==> config.mk <==
export PLATFORM = sky130hd
export DESIGN_NAME = sdram_multi_arbiter_flat
export DESIGN_NICKNAME = d
export VERILOG_FILES = /design/src/rtl/sdram_multi_arbiter_pkg.sv /design/src/rtl/sdram_multi_arbiter_if.sv /design/src/rtl/sdram_multi_arbiter_picker.sv /design/src/rtl/sdram_multi_arbiter.sv /design/src/flat_wrapper.sv
export SDC_FILE = /design/constraint.sdc
export NUM_CORES = 1
export LEC_CHECK = 0
export CAP_MARGIN = 20
export CORE_AREA = 2 2 585 587
export CTS_CLUSTER_DIAMETER = 30
export CTS_CLUSTER_SIZE = 10
export DETAILED_ROUTE_END_ITERATION = 16
export DIE_AREA = 0 0 587 589
export DONT_BUFFER_PORTS = 1
export SLEW_MARGIN = 20
export SYNTH_ARGS = -nofsm -noshare
export SYNTH_HDL_FRONTEND = slang
export SYNTH_SLANG_ARGS = --single-unit
==> constraint.sdc <==
create_clock -name clk -period 2.68 [get_ports clk]
set_input_delay 0.402 -clock clk [delete_from_list [all_inputs] [get_ports clk]]
set_output_delay 0.402 -clock clk [all_outputs]
set_load 0.05 [all_outputs]
==> src/rtl/sdram_multi_arbiter_pkg.sv <==
// Shared types and defaults for the multi-client SDRAM port arbiter.
package sdram_arb_pkg;
  typedef enum logic {IDLE = 1'b0, OWN = 1'b1} arb_state_e;

  localparam int DEF_ADDR_W    = 22;
  localparam int DEF_DATA_W    = 128;
  localparam int DEF_MAX_BURST = 16;

  // Index width that never collapses to zero bits.
  function automatic int clog2w(input int n);
    return (n <= 2) ? 1 : $clog2(n);
  endfunction
endpackage

==> src/rtl/sdram_multi_arbiter_if.sv <==
// Avalon-style SDRAM controller port: arbiter is master, controller is slave.
interface sdram_multi_arbiter_if
  import sdram_arb_pkg::*;
#(
  parameter int ADDR_W = DEF_ADDR_W,
  parameter int DATA_W = DEF_DATA_W
);
  localparam int BE_W = DATA_W / 8;

  logic [ADDR_W-1:0] addr;
  logic [BE_W-1:0]   be;
  logic              read;
  logic              write;
  logic [DATA_W-1:0] wrdata;
  logic [DATA_W-1:0] rddata;
  logic              ac;

  modport master (output addr, be, read, write, wrdata, input rddata, ac);
  modport slave  (input addr, be, read, write, wrdata, output rddata, ac);
endinterface

==> src/rtl/sdram_multi_arbiter_picker.sv <==
// Combinational grant picker: lowest-index urgent request first, else round-robin after last.
module rr_priority_picker
  import sdram_arb_pkg::*;
#(
  parameter  int N  = 4,
  localparam int IW = clog2w(N)
) (
  input  logic [N-1:0]  req,
  input  logic [N-1:0]  urgent,
  input  logic [IW-1:0] last,
  output logic [IW-1:0] gnt_idx,
  output logic          any_gnt
);
  logic [N-1:0] urg;
  int           j;

  always_comb begin
    urg     = req & urgent;
    any_gnt = |req;
    gnt_idx = '0;
    j       = 0;
    // Scans run from the far end so the closest hit is the last assignment.
    if (|urg) begin
      for (int i = N - 1; i >= 0; i--)
        if (urg[i]) gnt_idx = IW'(i);
    end else begin
      for (int k = N; k >= 1; k--) begin
        j = (int'(last) + k) % N;
        if (req[j]) gnt_idx = IW'(j);
      end
    end
  end
endmodule

==> src/rtl/sdram_multi_arbiter.sv <==
// N-client arbiter for one SDRAM controller port: urgent-first round-robin,
// enable masking, lock-hold bursts and a starvation cap on consecutive acks.
module sdram_multi_arbiter
  import sdram_arb_pkg::*;
#(
  parameter  int N_CLIENTS = 4,
  parameter  int ADDR_W    = DEF_ADDR_W,
  parameter  int DATA_W    = DEF_DATA_W,
  parameter  int MAX_BURST = DEF_MAX_BURST,
  localparam int BE_W      = DATA_W / 8,
  localparam int IW        = clog2w(N_CLIENTS),
  localparam int BW        = clog2w(MAX_BURST + 1)
) (
  input  logic                             clk,
  input  logic                             reset,
  input  logic [N_CLIENTS-1:0]             cli_enable,
  input  logic [N_CLIENTS-1:0]             cli_urgent,
  input  logic [N_CLIENTS-1:0]             cli_read,
  input  logic [N_CLIENTS-1:0]             cli_write,
  input  logic [N_CLIENTS-1:0]             cli_lock,
  input  logic [N_CLIENTS-1:0][ADDR_W-1:0] cli_addr,
  input  logic [N_CLIENTS-1:0][BE_W-1:0]   cli_be,
  input  logic [N_CLIENTS-1:0][DATA_W-1:0] cli_wrdata,
  output logic [N_CLIENTS-1:0][DATA_W-1:0] cli_rddata,
  output logic [N_CLIENTS-1:0]             cli_ac,
  output logic [N_CLIENTS-1:0]             cli_wait,
  sdram_multi_arbiter_if.master            mem,
  output logic [IW-1:0]                    owner_id,
  output logic                             busy
);
  arb_state_e           state, state_d;
  logic [IW-1:0]        owner, last_owner, gnt_idx;
  logic [BW-1:0]        burst_cnt;
  logic                 any_gnt, own_req, release_now;
  logic [N_CLIENTS-1:0] cand, others;

  assign cand = cli_enable & (cli_read | cli_write);

  rr_priority_picker #(.N(N_CLIENTS)) u_pick (
    .req     (cand),
    .urgent  (cli_urgent),
    .last    (last_owner),
    .gnt_idx (gnt_idx),
    .any_gnt (any_gnt)
  );

  always_comb begin
    others        = cand;
    others[owner] = 1'b0;
    own_req       = cli_read[owner] | cli_write[owner];
    release_now   = 1'b0;
    state_d       = state;
    case (state)
      IDLE: if (any_gnt) state_d = OWN;
      OWN: begin
        // Starvation cap ignores lock; the other two exits need the request gone.
        release_now = (!own_req && !cli_lock[owner])
                   || (mem.ac && burst_cnt == BW'(MAX_BURST - 1) && |others)
                   || (!cli_enable[owner] && !own_req);
        if (release_now) state_d = IDLE;
      end
      default: state_d = IDLE;
    endcase
  end

  always_ff @(posedge clk) begin
    if (reset) begin
      state      <= IDLE;
      owner      <= '0;
      last_owner <= IW'(N_CLIENTS - 1);
      burst_cnt  <= '0;
    end else begin
      state <= state_d;
      if (state == IDLE && any_gnt) begin
        owner      <= gnt_idx;
        last_owner <= gnt_idx;
        burst_cnt  <= '0;
      end else if (state == OWN && mem.ac && burst_cnt != BW'(MAX_BURST)) begin
        burst_cnt <= burst_cnt + 1'b1;
      end
    end
  end

  assign busy     = (state == OWN);
  assign owner_id = owner;

  always_comb begin
    mem.addr   = '0;
    mem.be     = '0;
    mem.read   = 1'b0;
    mem.write  = 1'b0;
    mem.wrdata = '0;
    if (busy) begin
      mem.addr   = cli_addr[owner];
      mem.be     = cli_be[owner];
      mem.write  = cli_write[owner];
      mem.read   = cli_read[owner] & ~cli_write[owner];
      mem.wrdata = cli_wrdata[owner];
    end
  end

  for (genvar i = 0; i < N_CLIENTS; i++) begin : g_cli
    logic sel;
    assign sel           = busy && (owner == IW'(i));
    assign cli_ac[i]     = sel & mem.ac;
    assign cli_wait[i]   = ~sel;
    assign cli_rddata[i] = sel ? mem.rddata : '0;
  end
endmodule

==> src/flat_wrapper.sv <==
// flat-port wrapper written by rule: the top's interface ports become plain ports
module sdram_multi_arbiter_flat import sdram_arb_pkg::*;
#(
  parameter  int N_CLIENTS = 4,
  parameter  int ADDR_W    = DEF_ADDR_W,
  parameter  int DATA_W    = DEF_DATA_W,
  parameter  int MAX_BURST = DEF_MAX_BURST,
  localparam int BE_W      = DATA_W / 8,
  localparam int IW        = clog2w(N_CLIENTS),
  localparam int BW        = clog2w(MAX_BURST + 1)
)
  (clk, reset, cli_enable, cli_urgent, cli_read, cli_write, cli_lock, cli_addr, cli_be, cli_wrdata, cli_rddata, cli_ac, cli_wait, owner_id, busy, mem_addr, mem_be, mem_read, mem_write, mem_wrdata, mem_rddata, mem_ac);
  sdram_multi_arbiter_if #(.ADDR_W(ADDR_W), .DATA_W(DATA_W)) mem_i ();
  input  logic clk;
  input  logic reset;
  input  logic [N_CLIENTS-1:0] cli_enable;
  input  logic [N_CLIENTS-1:0] cli_urgent;
  input  logic [N_CLIENTS-1:0] cli_read;
  input  logic [N_CLIENTS-1:0] cli_write;
  input  logic [N_CLIENTS-1:0] cli_lock;
  input  logic [N_CLIENTS-1:0][ADDR_W-1:0] cli_addr;
  input  logic [N_CLIENTS-1:0][BE_W-1:0] cli_be;
  input  logic [N_CLIENTS-1:0][DATA_W-1:0] cli_wrdata;
  output logic [N_CLIENTS-1:0][DATA_W-1:0] cli_rddata;
  output logic [N_CLIENTS-1:0] cli_ac;
  output logic [N_CLIENTS-1:0] cli_wait;
  output logic [IW-1:0] owner_id;
  output logic busy;
  output wire logic [$bits(mem_i.addr)-1:0] mem_addr;
  output wire logic [$bits(mem_i.be)-1:0] mem_be;
  output wire logic [$bits(mem_i.read)-1:0] mem_read;
  output wire logic [$bits(mem_i.write)-1:0] mem_write;
  output wire logic [$bits(mem_i.wrdata)-1:0] mem_wrdata;
  input wire logic [$bits(mem_i.rddata)-1:0] mem_rddata;
  input wire logic [$bits(mem_i.ac)-1:0] mem_ac;
  assign mem_addr = mem_i.addr;
  assign mem_be = mem_i.be;
  assign mem_read = mem_i.read;
  assign mem_write = mem_i.write;
  assign mem_wrdata = mem_i.wrdata;
  assign mem_i.rddata = mem_rddata;
  assign mem_i.ac = mem_ac;
  sdram_multi_arbiter #(.N_CLIENTS(N_CLIENTS), .ADDR_W(ADDR_W), .DATA_W(DATA_W), .MAX_BURST(MAX_BURST)) u_core (.clk(clk), .reset(reset), .cli_enable(cli_enable), .cli_urgent(cli_urgent), .cli_read(cli_read), .cli_write(cli_write), .cli_lock(cli_lock), .cli_addr(cli_addr), .cli_be(cli_be), .cli_wrdata(cli_wrdata), .cli_rddata(cli_rddata), .cli_ac(cli_ac), .cli_wait(cli_wait), .mem(mem_i), .owner_id(owner_id), .busy(busy));
endmodule
==> run metrics <==
Critical Path Sink Type output pin; GPL Wtd Cong between 1 and 1.5; width of the die roughly 600 um; max frequency ~380 MHz; Post-synth ARST share 0%; Max clock buf depth 2; sequential fraction of the synthesis area about 2.1%; final hold vios 0; Slew @ Worst Pin 728 ps; CTS tree yes; distinct cell type count after synthesis 39; Post-synth EDFFs 0; maximum fanout along the worst path 16; syn_area_per_cell between 8 and 9 um2; PD cells 445 mW/mm2; Final setup viols 0; CP Launch Type flop; total I/O pin count around 1,500; Slew HR just over 50%; CTS Hold Bufs 0; WL/cell 39.9 um; IO Port Bufs 0; Total Power roughly 13 mW; Syn Std Cell Area ~0.0093 mm2; number of buffers created by CTS 3; Inst Count DP about 6,200; Total GRT Usage around 15%; Final min period about 2700 ps; share of cells above drive strength 1 ~55%; drt via density roughly 2.3; most frequent cells in the layout buf_12, and2_1, mux4_2; antenna violations before repair between 300 and 400; worst setup path start u_core.owner_id[0]; Post-Syn Nets approximately 1,900; Starting Density roughly 2.8%; R2R cell count 9; Synth-to-Final Area Change 222%; hold path depth 1; CTS root buf clkbuf_16; multi-input logic area ~0.0086 mm2; Sink Count 10; Hold Crit Class input pin to flop; routed wl met3 just under 60,000 um; Pleak about 9.5 nW; RR Startpoint u_core.owner_id[0]; Seq. cell area approximately 210 um2; global-route wire length before repair 303,000 um; most common cell after layout, fill and taps aside buf_12; Worst VDD drop 0.000225 V; most common flop cell mapped by yosys dfxtp_1; Vias ~16,000; synthesized netlist cell count between 1,000 and 1,500; drt initial violations about 1,300; Hold Crit Start reset; Synth Warn # 0; met2 wire len 112,000 um; Tcrit/Tclk final between 90% and 100%; first drt pass iteration count 7; Reg clk slew, reported paths around 50 ps; Clock Latency Late Sink roughly 260 ps; die area 0.346 mm2; outcome completed; largest net degree at the start of global routing 107; fin nets 2,503; Clock Skew 8.72 ps; RSZ-0062 raised after global routing yes; number of remaining DRC errors 0; register bit count reported by yosys 10; ANT nets after route 0; DR top layer met5; fillers around 40,000; Final Util 8.88%; Max-cap violations 0; worst setup path class flop to output pin; Final Max Slew Viols 0; Non-Filler Instances slightly below 7,000; H-tree lvl count 1; Overflow after GRT 0; Die H 589 um; Core ar. between 0.3 and 0.4 mm2; row count 214; final wirelength around 270,000 um; number of global-route vias before repair ~13,000; Critical Path RT approximately 2300 ps; Data arrival, critical path ~2300 ps; hpwl dp ~250,000 um; wl on met1 approximately 90,000 um
## cell usage after synthesis (2+ instances only)
| library cell | instances | area share [%] |
|---|---|---|
| and3_1 | 130 | 8.7 |
| o21ai_2 | 3 | 0.28 |
| buf_4 | 2 | 0.16 |
| and3b_1 | 2 | 0.19 |
| o211ai_1 | 4 | 0.32 |
| a41oi_1 | 2 | 0.19 |
| a211oi_1 | 2 | 0.16 |
| a21oi_1 | 4 | 0.21 |
| buf_1 | 9 | 0.36 |
| nand2_1 | 15 | 0.60 |
| nand3_1 | 4 | 0.21 |
| nor3b_1 | 3 | 0.24 |
| o2111ai_1 | 2 | 0.19 |
| dfxtp_1 | 10 | 2.1 |
| inv_1 | 8 | 0.32 |
| o21a_1 | 2 | 0.16 |
| and2_1 | 551 | 37 |
| xnor2_1 | 2 | 0.19 |
| nor3_1 | 2 | 0.11 |
| buf_2 | 24 | 1.3 |
| o21ai_0 | 3 | 0.16 |
| ha_1 | 3 | 0.40 |
| clkbuf_1 | 95 | 3.8 |
| nor2_1 | 13 | 0.52 |
| mux2i_1 | 2 | 0.21 |
| mux4_2 | 169 | 41 |
## power by group
part | leakage [nW] | switching (mW) | internal (mW) | total, mW
logic | 9.34 | 7.81 | 5.03 | 12.8
clock network | 0.0484 | 0.0932 | 0.226 | 0.320
registers | 0.0838 | 0.0596 | 0.170 | 0.229
total | 9.47 | 7.96 | 5.43 | 13.4
## sequential cells by signal (all words and copies together) (netlist names)
| register | count |
|---|---|
| u_core.busy | 1 |
| u_core.last_owner | 2 |
| u_core.burst_cnt | 5 |
| u_core.owner_id | 2 |
## logic make-up after synthesis
| group | synth area share [%] |
|---|---|
| buf+inv | 5.95 |
| flops | 2.14 |
| compound gates | 2.59 |
| simple gates | 47.7 |
| xor+xnor | 0.281 |
| fa+ha+maj | 0.402 |
| mux | 41.0 |
## per-stage QoR
stage                     TNS (ps)  setup slack (ps)  cell area [um2]  hold slack (ps)
final                            0              23.3            30100              266
after global routing         -30.2             -23.4            29100              247
after CTS                        0              1.82            28400              257
after detailed placement         0              94.1            28000              505
after global placement           0               132            28000              499
after floorplan                  0              83.1             9350              471
## final timing paths
check	end	slack (ps)
worst min register to register	u_core.burst_cnt[4]	510
worst min-delay path	u_core.owner_id[1]	270
worst max register to register	u_core.busy	720
worst max-delay path	mem_wrdata[113]	20
## repair_timing
item	4_1_cts	5_1_grt
endpoints found under the setup margin	66	29
cloned	3	1
resized for setup	11	5
hold endpoints to repair	0	0
setup buffers	10	2
## per-layer routing
metal	global-route usage [%]	up-vias
li1	-	5866
met5	0	-
met3	14.5	591
met4	5.93	118
met2	21.5	1822
met1	15.0	7334
## area by class of cell
cell class / count / area share (%)
diodes: 671 / 5.58
clock buffers: 4 / 0.295
inverters: 8 / 0.0997
multi-input cells: 931 / 28.7
flip-flops and latches: 10 / 0.702
well taps: 4536 / 18.9
repair buffers: 731 / 45.8
## worst max-delay path: stages (launching register included)
cell     delay [ps]
dfxtp_4         400
buf_16          180
buf_16          200
mux4_2          570
and2_1          340
buf_12          220
(Power assumes the default switching activity.)
